<file path="config.mk">
export PLATFORM = sky130hd
export DESIGN_NAME = i2c_master_multibyte
export DESIGN_NICKNAME = d
export VERILOG_FILES = /design/src/rtl/i2c_master_multibyte.sv
export SDC_FILE = /design/constraint.sdc
export NUM_CORES = 1
export LEC_CHECK = 0
export CORE_UTILIZATION = 30
export DETAILED_ROUTE_END_ITERATION = 8
export DONT_BUFFER_PORTS = 1
export HOLD_SLACK_MARGIN = 0.05
export PLACE_DENSITY = 0.48
export SETUP_SLACK_MARGIN = 0.1
export SYNTH_ARGS = -nofsm -noshare
export SYNTH_HDL_FRONTEND = slang
export SYNTH_SLANG_ARGS = --single-unit
</file>
<file path="constraint.sdc">
create_clock -name clock_100khz -period 2.6 [get_ports clock_100khz]
set_clock_uncertainty 0.15 [all_clocks]
set_input_delay 0.78 -clock clock_100khz [delete_from_list [all_inputs] [get_ports clock_100khz]]
set_output_delay 0.78 -clock clock_100khz [all_outputs]
set_load 0.01 [all_outputs]
</file>
<file path="src/rtl/i2c_master_multibyte.sv">
`default_nettype none
// ============================================================================
//  Module   : i2c_master_multibyte
//  Purpose  : I2C master with configurable register-address and data byte
//             counts. Performs writes, and register reads made of a
//             pointer-write phase, a repeated START and a read phase.
//             Slave ACKs are checked per byte; a NACK aborts to STOP.
//             One state step per rising edge of the 100 kHz tick clock.
//  Revision : 1.0 - initial release
// ============================================================================
module i2c_master_multibyte #(
   parameter int REG_BYTES  = 1,
   parameter int DATA_BYTES = 2,
   parameter bit CHECK_ACK  = 1'b1
) (
   input  logic                    clock_100khz,
   input  logic                    reset,
   input  logic                    start,
   input  logic                    rw,
   input  logic [6:0]              slave_address,
   input  logic [8*REG_BYTES-1:0]  reg_address,
   input  logic [8*DATA_BYTES-1:0] write_data,
   output logic [8*DATA_BYTES-1:0] read_data,
   output logic                    busy,
   output logic                    done,
   output logic                    nack,
   input  logic                    i2c_serial_data_input,
   output logic                    i2c_serial_data_output,
   output logic                    i2c_serial_clock
);

   localparam int         c_TX_W    = 8 * (REG_BYTES + DATA_BYTES);
   localparam int         c_RX_W    = 8 * DATA_BYTES;
   localparam logic [3:0] c_REG_END = 4'(REG_BYTES);
   localparam logic [3:0] c_WR_END  = 4'(REG_BYTES + DATA_BYTES);
   localparam logic [3:0] c_RD_END  = 4'(DATA_BYTES);

   typedef enum logic [3:0] {
      ST_IDLE    = 4'd0,
      ST_START_A = 4'd1,
      ST_START_B = 4'd2,
      ST_BIT     = 4'd3,
      ST_RS_A    = 4'd4,
      ST_RS_B    = 4'd5,
      ST_RS_C    = 4'd6,
      ST_STOP_A  = 4'd7,
      ST_STOP_B  = 4'd8,
      ST_STOP_C  = 4'd9,
      ST_DONE    = 4'd10
   } state_t;

   state_t              state_q, state_d;
   logic [1:0]          phase_q, phase_d;      // P0..P3 within a bit
   logic [3:0]          bit_q, bit_d;          // 0..7 data, 8 = ACK slot
   logic [3:0]          byte_q, byte_d;        // 0 = address byte
   logic                rd_phase_q, rd_phase_d; // after repeated START
   logic                rw_q, rw_d;
   logic [6:0]          addr_q, addr_d;
   logic [c_TX_W-1:0]   tx_sr_q, tx_sr_d;      // {reg, data}, MSB byte next
   logic [c_RX_W-1:0]   rx_sr_q, rx_sr_d;
   logic [c_RX_W-1:0]   read_data_q, read_data_d;
   logic                nack_q, nack_d;

   logic                w_sda;
   logic                w_scl;
   logic                w_is_rx;
   logic                w_is_ack;
   logic                w_last_byte;
   logic [7:0]          w_tx_byte;
   logic                w_tx_bit;

   // Byte-slot classification and the bit currently being transmitted
   always_comb begin
      w_is_rx   = rd_phase_q && (byte_q != 4'd0);
      w_is_ack  = (bit_q == 4'd8);
      if (rd_phase_q)
         w_last_byte = (byte_q == c_RD_END);
      else if (rw_q)
         w_last_byte = (byte_q == c_REG_END);
      else
         w_last_byte = (byte_q == c_WR_END);
      w_tx_byte = (byte_q == 4'd0) ? {addr_q, rd_phase_q} : tx_sr_q[c_TX_W-1 -: 8];
      w_tx_bit  = w_tx_byte[3'd7 - bit_q[2:0]];
   end

   // State register and datapath registers
   always_ff @(posedge clock_100khz) begin
      if (!reset) begin
         state_q     <= ST_IDLE;
         phase_q     <= 2'd0;
         bit_q       <= 4'd0;
         byte_q      <= 4'd0;
         rd_phase_q  <= 1'b0;
         rw_q        <= 1'b0;
         addr_q      <= 7'd0;
         tx_sr_q     <= '0;
         rx_sr_q     <= '0;
         read_data_q <= '0;
         nack_q      <= 1'b0;
      end else begin
         state_q     <= state_d;
         phase_q     <= phase_d;
         bit_q       <= bit_d;
         byte_q      <= byte_d;
         rd_phase_q  <= rd_phase_d;
         rw_q        <= rw_d;
         addr_q      <= addr_d;
         tx_sr_q     <= tx_sr_d;
         rx_sr_q     <= rx_sr_d;
         read_data_q <= read_data_d;
         nack_q      <= nack_d;
      end
   end

   // Next-state, datapath updates and bus pin drive
   always_comb begin
      state_d     = state_q;
      phase_d     = phase_q;
      bit_d       = bit_q;
      byte_d      = byte_q;
      rd_phase_d  = rd_phase_q;
      rw_d        = rw_q;
      addr_d      = addr_q;
      tx_sr_d     = tx_sr_q;
      rx_sr_d     = rx_sr_q;
      read_data_d = read_data_q;
      nack_d      = nack_q;
      w_sda       = 1'b1;
      w_scl       = 1'b1;

      case (state_q)
         ST_IDLE: begin
            if (start) begin
               rw_d       = rw;
               addr_d     = slave_address;
               tx_sr_d    = {reg_address, write_data};
               nack_d     = 1'b0;
               rd_phase_d = 1'b0;
               byte_d     = 4'd0;
               state_d    = ST_START_A;
            end
         end
         ST_START_A: begin
            w_sda   = 1'b0;
            state_d = ST_START_B;
         end
         ST_START_B: begin
            w_sda   = 1'b0;
            w_scl   = 1'b0;
            phase_d = 2'd0;
            bit_d   = 4'd0;
            state_d = ST_BIT;
         end
         ST_BIT: begin
            w_scl = (phase_q == 2'd1) || (phase_q == 2'd2);
            if (w_is_ack)
               w_sda = w_is_rx ? w_last_byte : 1'b1;   // ACK all but last rx byte
            else
               w_sda = w_is_rx ? 1'b1 : w_tx_bit;
            if (phase_q == 2'd2) begin
               if (w_is_ack && !w_is_rx && CHECK_ACK && i2c_serial_data_input)
                  nack_d = 1'b1;
               if (!w_is_ack && w_is_rx)
                  rx_sr_d = {rx_sr_q[c_RX_W-2:0], i2c_serial_data_input};
            end
            phase_d = phase_q + 2'd1;
            if (phase_q == 2'd3) begin
               if (!w_is_ack) begin
                  bit_d = bit_q + 4'd1;
               end else begin
                  bit_d = 4'd0;
                  if ((byte_q != 4'd0) && !w_is_rx)
                     tx_sr_d = tx_sr_q << 8;
                  if (nack_q)
                     state_d = ST_STOP_A;
                  else if (w_last_byte)
                     state_d = (rw_q && !rd_phase_q) ? ST_RS_A : ST_STOP_A;
                  else
                     byte_d = byte_q + 4'd1;
               end
            end
         end
         ST_RS_A: begin
            w_scl   = 1'b0;
            state_d = ST_RS_B;
         end
         ST_RS_B: begin
            state_d = ST_RS_C;
         end
         ST_RS_C: begin
            w_sda      = 1'b0;
            rd_phase_d = 1'b1;
            byte_d     = 4'd0;
            state_d    = ST_START_B;
         end
         ST_STOP_A: begin
            w_sda   = 1'b0;
            w_scl   = 1'b0;
            state_d = ST_STOP_B;
         end
         ST_STOP_B: begin
            w_sda   = 1'b0;
            state_d = ST_STOP_C;
         end
         ST_STOP_C: begin
            state_d = ST_DONE;
         end
         ST_DONE: begin
            if (rw_q && !nack_q)
               read_data_d = rx_sr_q;
            state_d = ST_IDLE;
         end
         default: begin
            state_d = ST_IDLE;
         end
      endcase
   end

   assign read_data              = read_data_q;
   assign nack                   = nack_q;
   assign busy                   = (state_q != ST_IDLE);
   assign done                   = (state_q == ST_DONE);
   assign i2c_serial_data_output = w_sda;
   assign i2c_serial_clock       = w_scl;

endmodule
`default_nettype wire

</file>
# After elaboration in Yosys (flattened, before gate mapping)
# Index checks and enable logic that the tools add are counted.
# totals
inputBits	36
elab_cells	111
output_inout_bits	21
regBits	80
# classes
eq_ne	26
reduce_logical	32
n_mux	37
add_sub_neg	4
order_cmp	1
# op_table
operator	n
2-to-1 mux 24 bit	4
2-to-1 mux 4 bit	12
case mux 24 bit (2 select lines)	1
case mux 4 bit (9 select lines)	1
equality test 4 x 2 -> 1 bit, second input constant	4
equality test 4 x 3 -> 1 bit, second input constant	4
equality test 4 bit, second input constant	4
inequality test 2 bit, second input constant	8
case mux 4 bit (3 select lines)	1
2-to-1 mux 1 bit	9
adder 4 x 1 -> 4 bit, second input constant	2
equality test 4 x 1 -> 1 bit, second input constant	2
logical NOT 4 bit	2
2-to-1 mux 8 bit	1
case mux 1 bit (2 select lines)	4
case mux 4 bit (2 select lines)	1
AND reduction 2 bit	4
AND reduction 4 bit	2
nonzero test 4 bit	2
logical AND 1 bit	7
AND reduction 6 bit	1
nonzero test 2 bit	3
AND reduction 5 bit	1
OR reduction 5 bit	1
other kinds (15)	19

# Depth between registers and ports, before layout
# Gate-level depths: netlist (run 1).
# depth
ltp_word	8
mapped_depth	8
ltp_nobuf	6

# Least setup slack after synthesis (run 1)
# No wires, ideal clock.
# synth_timing
path_type	reg2out
startpoint	register byte_q[0]
endpoint	output port i2c_serial_data_output
arrival_time_ns	1.872
path_slack_ns	-0.202
required_ns	1.670
n_path_buf	0
stages_incl_launch_ff	7
cell_sequence	dfxtp_1 -> inv_1 -> ha_1 -> nor3b_4 -> mux4_1 -> a21oi_1 -> a31o_1
# synth_between
elab_chain_cells	7
word_cells_on_any_way	15
cone_classes	eq/ne (3); mux (9); reduce/logical (3)
# synth_rtl
item	line	source
from (decl)	55	logic [3:0] byte_q, byte_d;
from (signal assigned)	104	byte_q <= byte_d;
logical NOT 4 bit	82	w_tx_byte = (byte_q == 4'd0) ? {addr_q, rd_phase_q} : tx_sr_q[c_TX_W-1 -: 8];
2-to-1 mux 8 bit	82	
binary-select mux 1 bit (select 3 bit)	83	w_tx_bit = w_tx_byte[3'd7 - bit_q[2:0]];
2-to-1 mux 1 bit (not written as such)	83	
2-to-1 mux 1 bit	159	w_sda = w_is_rx ? 1'b1 : w_tx_bit;
2-to-1 mux 1 bit *	156	if (w_is_ack)
case mux 1 bit (2 select lines) *	131	case (state_q)
to (decl)	28	output logic i2c_serial_data_output,
# Mark *: on every way between the ends. The rest lies on a longest branch, timed or not. The select of a mux whose other input is x is not followed.

# Worst setup path in the final report (run 1)
# Same ends and word-level chain as after synthesis.

==> results, run 1 <==
- For this run, the detailed router's first-pass iteration total came to 5.
- Global routing finished with a remaining overflow of 0.
- The critical register-to-register path endpoint is tx_sr_q[22]$_SDFFE_PN0P_.
- The number of I/O pins is 57.
- The peak fanout along the critical path is 4.
- Headroom to the max-slew limit came out at 56.27%.
- The final layout contains routed wiring with a total length of 9.853 mm.
- Dividing the detail-routed wire length by the instance count gives 15.37 µm.
- Across all layers, the routed design uses 3362 vias.
- For this run, the leading register cell type out of synthesis is dfxtp_1.
- The global-route usage over all layers is 15.80%.
- Subtracting the final worst setup slack from the clock period gives 3.004 ns.
- The cell count after synthesis is 462.
- The first global-routing pass estimated 16.11 mm of wire.
- The via density per instance is 5.245.
- The number of enable flip-flop cells after synthesis is 0.
- Buffers inserted to repair hold after CTS numbered 0.
- Clock-pin slew was measured on the worst setup and hold paths at 0.06 ns.
- The number of buffers inserted by post-CTS setup repair is 0.
- The worst hold path begins at addr_q[6]$_SDFFE_PN0P_.
- Power spread over the standard cell area amounts to 751.7 nW/µm².
- VDD sags by at most 0.0005150 V.
- STA classifies the critical path startpoint as a register.
- The number of buffers added on ports is 0.
- The run finished, with violations left.
- After the flow finishes, the layout carries non-filler instances totaling 641.
- The clock sink total is 80.
- For the pin with the worst max-slew slack, the measured transition is 0.6560 ns.
- The element type at the critical path end is an output pin.
- Setup violations remaining at the end of the flow were counted as 1.
- The wire-length estimate of the detail-placed layout is 6.798 mm.
- The checks that failed: negative setup slack.
- Of the synthesized area, sequential elements account for 41.46%.
- For this run, asynchronously set or reset flops after synthesis account for 0%.
- The clock latency on the worst-skew pair is 0.34 ns.
- The number of antenna violations at the first check in global routing came to 0.
- Power comes to 3.348 mW.
- The core area is 12570 µm².
- The number of hold violations in the final report is 0.
- The type of the worst min-delay path is register to register.
- The CTS buffer count is 9.
- Counting every net in the synthesized netlist gives 504.
- The setup check on the worst reg-to-reg path leaves a slack of 0.43 ns.
- The full die area is 13330 µm².
- The unique cell type count in the Yosys netlist is 56.
- The number of remaining DRC errors is 0.
- The total leakage power is 1.653 nW.
- The tool flagged a number of max-cap violations equal to 0.
- The routability-driven placement congestion ratio is 0.7958.
- The share of the clock period used by the worst path is 115.5%.
- Entering global routing, the biggest net connects 43 pins.
- The die is 115.5 µm tall.
- The final worst-path setup slack is -0.4036 ns.
- The startpoint of the lowest-slack register-to-register path is byte_q[0]$_SDFFE_PN0P_.
- STA puts the critical path data required time at 1.67 ns.
- The endpoint of the worst hold path is addr_q[6]$_SDFFE_PN0P_.
- The synthesized design contains 80 register bits.
- The number of pins exceeding their max-slew limit in the final report is 0.
- Compared with the post-synthesis result, the final layout area differs by 15.32%.
- The floorplan step set the die width to 115.5 µm.
- The clock tree root driver cell is clkbuf_16.
- The initial core utilization is 30.73%.
- The smallest hold slack is 0.3087 ns.
- The timing-limited maximum frequency is 332.9 MHz.
- The H-tree was split into 3 levels.
- The via count of the first global-routing pass is 3125.
- Counting instances, the worst hold path has a depth of 2.
- The CTS tree is yes.
- Summing every instance area after synthesis gives 3862 µm².
- The Yosys step of the flow raised 0 warnings.
- The detail route stage leaves a number of antenna-violating nets equal to 0.
- The number of DRC markers after the initial detailed-route iteration is 281.
- The antenna diode count is 0.
- The number of rows created at floorplan is 41.
- Data on the critical path arrives at its endpoint at 2.07 ns.
- The final net count is 506.
- Setup repair after global routing could not meet its margin everywhere.
- The post-route netlist has 14.29% of its cells at a drive strength greater than 1.
- The setup path with the least slack is of type register to output pin.
- The placed instance count is 625.
- The mean instance size in the synthesized netlist is 8.360 µm².
- The worst reg-to-reg path cell count is 7.
- The worst-case clock buffer depth is 2.
[how the worst max path moves through the flow]
stage	slack [ns]	startpoint	cells after the start	end
finish	-0.40	byte_q[0]$_SDFFE_PN0P_	6	i2c_serial_data_output
global route	-0.52	byte_q[0]$_SDFFE_PN0P_	6	i2c_serial_data_output
CTS	-0.44	byte_q[0]$_SDFFE_PN0P_	6	i2c_serial_data_output
detailed placement	-0.17	byte_q[0]$_SDFFE_PN0P_	6	i2c_serial_data_output
global placement	-0.13	byte_q[0]$_SDFFE_PN0P_	6	i2c_serial_data_output
floorplan	-0.16	byte_q[0]$_SDFFE_PN0P_	6	i2c_serial_data_output
[repair_timing]
item	4_1_cts	5_1_grt
gates resized for setup	6	4
endpoints found under the hold margin	0	0
setup endpoints to repair	2	3
pin swaps	1	2
[sequential cells by signal (all words and copies together), names as in the netlist]
| signal | count |
|---|---|
| byte_q | 4 |
| state_q | 4 |
| rd_phase_q | 1 |
| addr_q | 7 |
| rw_q | 1 |
| tx_sr_q | 24 |
| bit_q | 4 |
| nack | 1 |
| read_data | 16 |
| phase_q | 2 |
| rx_sr_q | 16 |
[per-layer routing]
metal  wire length [µm]  track usage, %  vias to the layer above
met1               4537           20.28                     1558
li1                   -               -                     1676
met5                  0               0                        -
met3                596           4.289                       19
met4                204           6.926                        0
met2               4515           24.83                      109
[critical path, cell delays in order, from the launching register on]
cell,delay [ns]
dfxtp_2,0.33
inv_2,0.06
ha_4,0.13
nor3b_4,0.30
mux4_2,0.55
a21oi_2,0.13
a31o_1,0.24
[per-stage QoR]
stage                     area (µm²)  worst slack, ns  TNS, ns  utilization, %
final                           4454          -0.4036  -0.4036           35.44
after global routing            4454          -0.5240  -0.5240           35.44
after CTS                       4433          -0.4377  -0.4377           35.27
after detailed placement        4121          -0.1705  -0.1705           32.79
after global placement          4121          -0.1304  -0.1304           32.79
after floorplan                 3857          -0.1583  -0.1583               -
[cell usage after synthesis, types with 3 or more instances]
| cell type | number | area, µm² |
|---|---|---|
| dfxtp_1 | 80 | 1602 |
| nand2_1 | 68 | 255.2 |
| a21oi_1 | 61 | 305.3 |
| o21ai_0 | 31 | 155.2 |
| nor2_1 | 27 | 101.4 |
| clkbuf_1 | 25 | 93.84 |
| nand3_1 | 23 | 115.1 |
| mux2i_1 | 22 | 220.2 |
| a311oi_1 | 16 | 140.1 |
| inv_1 | 10 | 37.54 |
| buf_2 | 9 | 45.04 |
| nand3b_1 | 7 | 52.55 |
| ha_1 | 6 | 75.07 |
| nand2b_1 | 6 | 37.54 |
| nor3_1 | 5 | 25.02 |
| o211ai_1 | 5 | 37.54 |
| a31oi_1 | 4 | 25.02 |
| a211oi_1 | 3 | 22.52 |
| and3_1 | 3 | 18.77 |
| nand4_1 | 3 | 18.77 |
| nor3b_1 | 3 | 22.52 |
| or3b_2 | 3 | 26.28 |
[logic make-up (layout without fill, tap and decap cells)]
logic type / Yosys count / in the layout / synth area share, %
AOI/OAI and AO/OA: 134 / 134 / 21.35
xor gates and xnor gates: 1 / 1 / 0.2268
adders and majority gates: 6 / 6 / 1.944
buffers and inverters: 48 / 55 / 5.345
DFF: 80 / 80 / 41.46
muxes: 24 / 24 / 7.062
and+or+nand+nor: 169 / 169 / 22.61
[cell usage in the layout, fill, tap and decap left out, types with 3 or more instances in the layout]
master | netlist | layout
and3_1 | 3 | 3
a211oi_1 | 3 | 3
buf_4 | 2 | 29
inv_2 | 0 | 3
dfxtp_1 | 80 | 77
inv_1 | 10 | 7
nand3b_1 | 7 | 7
nor3b_1 | 3 | 3
nand4_1 | 3 | 3
clkbuf_16 | 0 | 9
a31oi_1 | 4 | 4
nor2_1 | 27 | 27
nand2b_1 | 6 | 6
mux2i_1 | 22 | 22
nand2_1 | 68 | 68
o211ai_1 | 5 | 5
a21oi_1 | 61 | 60
o21ai_0 | 31 | 31
a311oi_1 | 16 | 16
ha_1 | 6 | 5
nor3_1 | 5 | 5
dfxtp_2 | 0 | 3
nand3_1 | 23 | 23
[power by group]
group          internal [mW]  total, mW  switching [mW]  leakage, nW
registers               1.34       1.39          0.0567        0.652
logic                  0.268      0.714           0.446        0.858
clock network          0.744       1.24           0.497        0.143
[final cells by class]
cell class              count  area [µm²]
fillers                  1331        8114
well taps                 172       215.2
clock buffers              11       232.7
inverters                  10       37.54
flip-flops and latches     80        1605
multi-input cells         334        2088
repair buffers             29       217.7
clock inverters             5       57.56
Power figures use the tool's default switching activity.
==> run 2, diff against run 1 <==
--- a/config.mk
+++ b/config.mk
@@ -11,6 +11,7 @@
 export HOLD_SLACK_MARGIN = 0.05
 export PLACE_DENSITY = 0.48
 export SETUP_SLACK_MARGIN = 0.1
+export SKIP_LAST_GASP = 1
 export SYNTH_ARGS = -nofsm -noshare
 export SYNTH_HDL_FRONTEND = slang
 export SYNTH_SLANG_ARGS = --single-unit
==> results, run 2 (synthesized netlist as in run 1, its figures left out) <==
- The sequential fraction of design power is 41.6% (about the same).
- The worst-case clock buffer depth came to 2 (unchanged).
- The switching power came to 1.000 mW (was 0.9999 mW).
- The power density relative to cell area came to 751.7 nW/µm² (about the same).
- The worst setup slack after placement is -0.1705 ns (unchanged).
- The full die area is 13330 µm² (unchanged).
- The critical path data arrival time is 2.08 ns (was 2.07 ns).
- The final count of negative-setup-slack endpoints is 1 (unchanged).
- The number of instances on the worst hold path was 2 (unchanged).
- The final core utilization is 35.44% (unchanged).
- The count of hold buffers inserted by post-cts repair came to 0 (unchanged).
- The worst setup slack for register-to-register paths is 0.43 ns (about the same).
- The number of flip-flops in the largest register was 24 (unchanged).
- The number of DRC markers after the initial detailed-route iteration is 281 (unchanged).
- The via count of the first global-routing pass is 3119 (was 3125).
- The global-route wire length before repair is 16.10 mm (was 16.11 mm).
- The CTS tree is yes (unchanged).
- The register with the most flip-flops is tx_sr_q (unchanged).
- The level count of the clock H-tree is 3 (unchanged).
- The filler cell count was 1331 (unchanged).
- The antenna diode count is 0 (unchanged).
- Outcome: finished with violations (unchanged).
- The initial core utilization is 30.73% (unchanged).
- The final net count is 506 (unchanged).
- The number of nets still failing antenna checks after routing is 0 (unchanged).
- The internal power is 2.348 mW (unchanged).
- The share of the clock period used by the worst path came to 115.6% (was 115.5%).
- The delay of the slowest cell on the worst path is 0.55 ns (about the same).
- The detailed placer's ending HPWL is 6.798 mm (unchanged).
- The pin slew with the least headroom to its limit came to 0.6563 ns (was 0.6560 ns).
- The final worst-path setup slack is -0.4053 ns (was -0.4036 ns).
- The number of buffers added on ports is 0 (unchanged).
- The clock sink total is 80 (unchanged).
- The global route total overflow is 0 (unchanged).
- The clock tree root driver cell is clkbuf_16 (unchanged).
- The share of layout cells above drive strength 1 came to 14.29% (unchanged).
- The startpoint class of the critical path was a register (unchanged).
- The fraction of power consumed by combinational cells is 21.3% (about the same).
- The CTS buffer count is 9 (unchanged).
- The worst reg-to-reg path cell count was 7 (unchanged).
- The number of hold violations in the final report came to 0 (unchanged).
- The per-cell routed wire length is 15.37 µm (about the same).
- The first-pass detailed-route iteration total is 5 (unchanged).
- The layout overhead on the synthesized area was 15.32% (unchanged).
- The worst setup path category is register to output pin (unchanged).
- The critical register-to-register path endpoint is tx_sr_q[22]$_SDFFE_PN0P_ (unchanged).
- The required time of the worst setup path is 1.67 ns (about the same).
- Violated checks: negative setup slack (unchanged).
- The die width is 115.5 µm (unchanged).
- The number of rows created at floorplan is 41 (unchanged).
- The library cell contributing the largest single delay on the critical path is mux4_2 (unchanged).
- The proportion of total power due to net switching was 29.87% (about the same).
- The clock network power share is 37.1% (about the same).
- RSZ-0062 raised after global routing: yes (unchanged).
- The startpoint of the lowest-slack register-to-register path is byte_q[1]$_SDFFE_PN0P_ (was byte_q[0]$_SDFFE_PN0P_).
- The global-route usage over all layers was 15.78% (was 15.80%).
- The element type at the critical path end is an output pin (unchanged).
- The headroom to the max-slew limit is 56.24% (was 56.27%).
- The total leakage power is 1.653 nW (unchanged).
- The total number of vias is 3359 (was 3362).
- Most frequent cells in the layout: dfxtp_1, nand2_1, a21oi_1 (unchanged).
- The worst vdd rail ir drop was 0.0005150 V (about the same).
- The most common cell after layout, fill and taps aside is dfxtp_1 (unchanged).
- The clock latency on the worst-skew pair is 0.34 ns (about the same).
- The clock-pin transition on the worst setup and hold timing paths is 0.06 ns (about the same).
- The type of the worst min-delay path was register to register (unchanged).
- The post-layout minimum cycle time is 3.005 ns (was 3.004 ns).
- The number of antenna violations at the first check in global routing is 0 (unchanged).
- The number of I/O pins is 57 (unchanged).
- The maximum number of pins on one net before global-route repair is 43 (unchanged).
- The endpoint of the worst hold path is addr_q[6]$_SDFFE_PN0P_ (unchanged).
- The number of max-capacitance violations reported was 0 (unchanged).
- The wire length reported by the detailed router is 9.854 mm (was 9.853 mm).
- The via density per instance is 5.240 (was 5.245).
- The vertical die dimension is 115.5 µm (unchanged).
- The core area is 12570 µm² (unchanged).
- The number of remaining DRC errors was 0 (unchanged).
- The peak fanout along the critical path was 4 (unchanged).
- Series of cell instances along the critical path: inv_2 -> ha_4 -> nor3b_4 -> mux4_2 -> a21oi_2 -> a31o_1 (unchanged).
- The start point of the worst hold path is addr_q[6]$_SDFFE_PN0P_ (unchanged).
- The number of buffers inserted by post-CTS setup repair was 0 (unchanged).
- The routability-driven placement congestion ratio is 0.7958 (unchanged).
- The timing-limited maximum frequency is 332.7 MHz (was 332.9 MHz).
- The number of pins exceeding their max-slew limit in the final report is 0 (unchanged).
[run 2: cell counts in the layout (fill, tap and decap cells not counted)]
Identical to the previous run, type by type.
[run 2: power by group through the flow]
stage	logic, mW	registers [mW]	clock network [mW]
floorplan	0.525	1.40	0
global placement	0.705	1.42	0
detailed placement	0.711	1.42	0
CTS	0.713	1.39	1.28
global route	0.799	1.41	1.34
finish	0.714	1.39	1.24
[run 2: timing repair]
item                                    in CTS  in global routing
resized for setup                            3                  7
pin swaps                                    1                  3
endpoints found under the setup margin       2                  3
[run 2: routing by layer]
| metal | share of wire [%] | GRT usage (%) | up-vias |
|---|---|---|---|
| met3 | 6.2 | 4.289 | 15 |
| met4 | 2.0 | 6.926 | 0 |
| li1 | - | - | 1675 |
| met5 | 0 | 0 | - |
| met2 | 46 | 24.79 | 108 |
| met1 | 46 | 20.28 | 1561 |
[run 2: final cells by class]
class                   count  area, µm²  share of cell area (%)
repair buffers             29      217.7                   4.888
inverters                  10      37.54                  0.8427
well taps                 172      215.2                   4.831
clock buffers              11      232.7                   5.225
flip-flops and latches     80       1605                   36.04
multi-input cells         334       2088                   46.88
clock inverters             5      57.56                   1.292
[run 2: worst max-delay path by stage]
stage / depth (start not counted) / from / to
floorplan: 6 / byte_q[0]$_SDFFE_PN0P_ / i2c_serial_data_output
global placement: 6 / byte_q[0]$_SDFFE_PN0P_ / i2c_serial_data_output
detailed placement: 6 / byte_q[0]$_SDFFE_PN0P_ / i2c_serial_data_output
CTS: 6 / byte_q[1]$_SDFFE_PN0P_ / i2c_serial_data_output
global route: 6 / byte_q[1]$_SDFFE_PN0P_ / i2c_serial_data_output
finish: 6 / byte_q[1]$_SDFFE_PN0P_ / i2c_serial_data_output
[run 2: critical path: cells and delay by family, from the launching register on]
family	cells	cell delay, ns
muxes	1	0.55
AOI/OAI and AO/OA	2	0.37
DFF	1	0.33
and+or+nand+nor	1	0.30
adders and majority gates	1	0.13
buffers and inverters	1	0.06
[run 2: metrics by stage]
stage	instance area (µm²)	total power, mW	TNS (ns)	hold WS, ns	std cells
after floorplan	3857	1.927	-0.1583	0.2832	462
after global placement	4121	2.126	-0.1304	0.3043	625
after detailed placement	4121	2.130	-0.1705	0.3048	625
after CTS	4423	3.389	-0.4751	0.3138	641
after global routing	4454	3.546	-0.5240	0.3377	641
final	4454	3.348	-0.4053	0.3087	641
==> run 3, diff against run 2 <==
--- a/config.mk
+++ b/config.mk
@@ -5,9 +5,11 @@
 export SDC_FILE = /design/constraint.sdc
 export NUM_CORES = 1
 export LEC_CHECK = 0
+export CORE_MARGIN = 2
 export CORE_UTILIZATION = 30
 export DETAILED_ROUTE_END_ITERATION = 8
 export DONT_BUFFER_PORTS = 1
+export GPL_TIMING_DRIVEN = 0
 export HOLD_SLACK_MARGIN = 0.05
 export PLACE_DENSITY = 0.48
 export SETUP_SLACK_MARGIN = 0.1
==> results, run 3 (synthesized netlist as in run 1, its figures left out) <==
- Outcome: finished with violations (unchanged).
- Violated checks: negative setup slack (unchanged).
- The final worst-path setup slack came to -0.5078 ns (was -0.4053 ns).
- The worst vdd rail ir drop was 0.0004614 V (was 0.0005150 V).
- The total placed instance area is 4073 µm² (was 4121 µm²).
- The global-route wire length before repair was 17.37 mm (was 16.10 mm).
- The wire length reported by the detailed router came to 10.87 mm (was 9.854 mm).
- The full die area is 13800 µm² (was 13330 µm²).
- The most common cell after layout, fill and taps aside was dfxtp_1 (unchanged).
- The vertical die dimension is 117.5 µm (was 115.5 µm).
- The per-cell routed wire length was 16.40 µm (was 15.37 µm).
- The CTS buffer count is 9 (unchanged).
- The destination of the critical timing path was i2c_serial_data_output (unchanged).
- The gate family responsible for the most delay along the worst path was simple AND/OR/NAND/NOR gates (was multiplexers).
- The number of cells in the finished layout apart from fillers is 663 (was 641).
- The initial core utilization came to 30.61% (was 30.73%).
- The power density relative to cell area came to 768.3 nW/µm² (was 751.7 nW/µm²).
- The clock sink total is 80 (unchanged).
- The element type at the critical path end is an output pin (unchanged).
- The worst setup path category is register to output pin (unchanged).
- The share of the clock period used by the worst path is 119.5% (was 115.6%).
- The worst reg-to-reg path cell count is 9 (was 7).
- The instance count on the critical path is 6 (unchanged).
- The global-route usage over all layers is 16.00% (was 15.78%).
- The type of the worst min-delay path is register to register (unchanged).
- The clock tree root driver cell is clkbuf_16 (unchanged).
- The CTS tree is yes (unchanged).
- The count of hold buffers inserted by post-cts repair was 0 (unchanged).
- The number of pins exceeding their max-slew limit in the final report came to 0 (unchanged).
- The worst setup slack for register-to-register paths is 0.23 ns (was 0.43 ns).
- The critical path data arrival time is 2.18 ns (was 2.08 ns).
- The number of I/O pins is 57 (unchanged).
- The number of flip-flops in the largest register is 24 (unchanged).
- The library cell contributing the largest single delay on the critical path is or4_1 (was mux4_2).
- The detailed placer's ending HPWL is 7.693 mm (was 6.798 mm).
- The startpoint of the lowest-slack register-to-register path is bit_q[0]$_SDFFE_PN0P_ (was byte_q[1]$_SDFFE_PN0P_).
- The number of hold violations in the final report came to 0 (unchanged).
- The maximum number of pins on one net before global-route repair is 14 (was 43).
- The total number of vias is 3439 (was 3359).
- The combined buffer and inverter count along the critical path is 1 (unchanged).
- The number of nets still failing antenna checks after routing came to 0 (unchanged).
- The critical register-to-register path endpoint is tx_sr_q[20]$_SDFFE_PN0P_ (was tx_sr_q[22]$_SDFFE_PN0P_).
- The register with the most flip-flops is tx_sr_q (unchanged).
- The timing-limited maximum frequency was 321.8 MHz (was 332.7 MHz).
- The number of rows created at floorplan is 41 (unchanged).
- The level count of the clock H-tree is 3 (unchanged).
- The finished layout cell area came to 4581 µm² (was 4454 µm²).
- The number of remaining DRC errors was 0 (unchanged).
- The required time of the worst setup path was 1.67 ns (about the same).
- The launch point of the worst path is byte_q[1]$_SDFFE_PN0P_ (unchanged).
- The final net count is 528 (was 506).
- The delay of the slowest cell on the worst path is 0.47 ns (was 0.55 ns).
- The via density per instance is 5.187 (was 5.240).
- Series of cell instances along the critical path: inv_4 -> ha_4 -> or3b_4 -> mux2i_1 -> or4_1 -> a31o_1 (was inv_2 -> ha_4 -> nor3b_4 -> mux4_2 -> a21oi_2 -> a31o_1).
- The peak fanout along the critical path is 3 (was 4).
- The clock latency on the worst-skew pair is 0.35 ns (was 0.34 ns).
- The antenna diode count is 0 (unchanged).
- The die width is 117.5 µm (was 115.5 µm).
- The share of layout cells above drive strength 1 is 14.05% (was 14.29%).
- Most frequent cells in the layout: dfxtp_1, nand2_1, a21oi_1 (unchanged).
- The worst-case clock buffer depth is 2 (unchanged).
- The number of DRC markers after the initial detailed-route iteration is 199 (was 281).
- The layout overhead on the synthesized area was 18.59% (was 15.32%).
- The pin slew with the least headroom to its limit came to 0.6554 ns (was 0.6563 ns).
- The post-layout minimum cycle time came to 3.108 ns (was 3.005 ns).
- The startpoint class of the critical path is a register (unchanged).
- The core area is 12620 µm² (was 12570 µm²).
- The global route total overflow is 0 (unchanged).
- The power consumption is 3.519 mW (was 3.348 mW).
- The filler cell count is 1344 (was 1331).
- The placed instance count is 634 (was 625).
- The via count of the first global-routing pass was 3336 (was 3119).
- The first-pass detailed-route iteration total was 4 (was 5).
- The number of max-capacitance violations reported came to 0 (unchanged).
- The routability-driven placement congestion ratio was 0.8265 (was 0.7958).
- The number of buffers added on ports is 0 (unchanged).
- The total leakage power is 1.704 nW (was 1.653 nW).
- The clock-pin transition on the worst setup and hold timing paths is 0.06 ns (about the same).
- The final count of negative-setup-slack endpoints is 1 (unchanged).
- The number of antenna violations at the first check in global routing is 0 (unchanged).
- RSZ-0062 raised after global routing: yes (unchanged).
- The headroom to the max-slew limit is 56.30% (was 56.24%).
run 3: cell types whose count changed in the layout (fill, tap and decap cells not counted), sizes merged:
| cell | delta |
|---|---|
| clkinv | -3 |
| clkinvlp | +2 |
| bufinv | +1 |
| clkbuf | +24 |
| buf | -2 |
run 3: how the worst min path moves through the flow:
stage | start | slack, ns | depth (start not counted) | endpoint
after floorplan | addr_q[1]$_SDFFE_PN0P_ | 0.28 | 2 | addr_q[1]$_SDFFE_PN0P_
after global placement | addr_q[4]$_SDFFE_PN0P_ | 0.30 | 2 | addr_q[4]$_SDFFE_PN0P_
after detailed placement | addr_q[3]$_SDFFE_PN0P_ | 0.30 | 2 | addr_q[3]$_SDFFE_PN0P_
after CTS | addr_q[3]$_SDFFE_PN0P_ | 0.31 | 2 | addr_q[3]$_SDFFE_PN0P_
after global routing | addr_q[3]$_SDFFE_PN0P_ | 0.34 | 2 | addr_q[3]$_SDFFE_PN0P_
final | addr_q[3]$_SDFFE_PN0P_ | 0.31 | 2 | addr_q[3]$_SDFFE_PN0P_
run 3: repair_timing:
item | in CTS | in global routing
gates resized for setup | 10 | 18
gates cloned | 0 | 0
setup buffers | 5 | 8
setup endpoints to repair | 23 | 24
pin swaps | 1 | 9
run 3: worst register-to-register path: cells and delay by family (launching register included):
kind            cells  cell delay, ns
flops               1            0.31
compound gates      3            0.73
fa+ha+maj           1            0.20
buf+inv             4            0.63
simple gates        1            0.25
run 3: through the flow:
stage	setup TNS, ns	setup WS, ns	hold slack [ns]	util, %
final	-0.5078	-0.5078	0.3073	36.30
after global routing	-0.5678	-0.5678	0.3383	36.30
after CTS	-0.5638	-0.5638	0.3105	35.44
after detailed placement	-0.8926	-0.4360	0.3027	32.27
after global placement	-0.6724	-0.4083	0.2975	32.27
after floorplan	-0.1583	-0.1583	0.2832	-
run 3: layer usage:
metal,up-vias,wire [µm],global-route usage (%),part of all wire (%)
li1,1712,-,-,-
met4,0,223,6.250,2.1
met5,-,0,0,0
met3,14,603,5.184,5.5
met2,98,4906,24.23,45
met1,1615,5139,21.16,47
run 3: layout make-up:
type	instances	area (µm²)	area share, %
clock inverters	5	80.08	1.748
repair buffers	13	105.1	2.294
multi-input cells	334	2112	46.11
flip-flops and latches	80	1609	35.13
plain buffers	38	176.4	3.851
well taps	172	215.2	4.698
clock buffers	11	242.7	5.299
inverters	10	40.04	0.8741
run 3: where the power goes:
part           switching [mW]  internal [mW]
clock                   0.521          0.866
sequential             0.0577           1.33
combinational           0.470          0.272
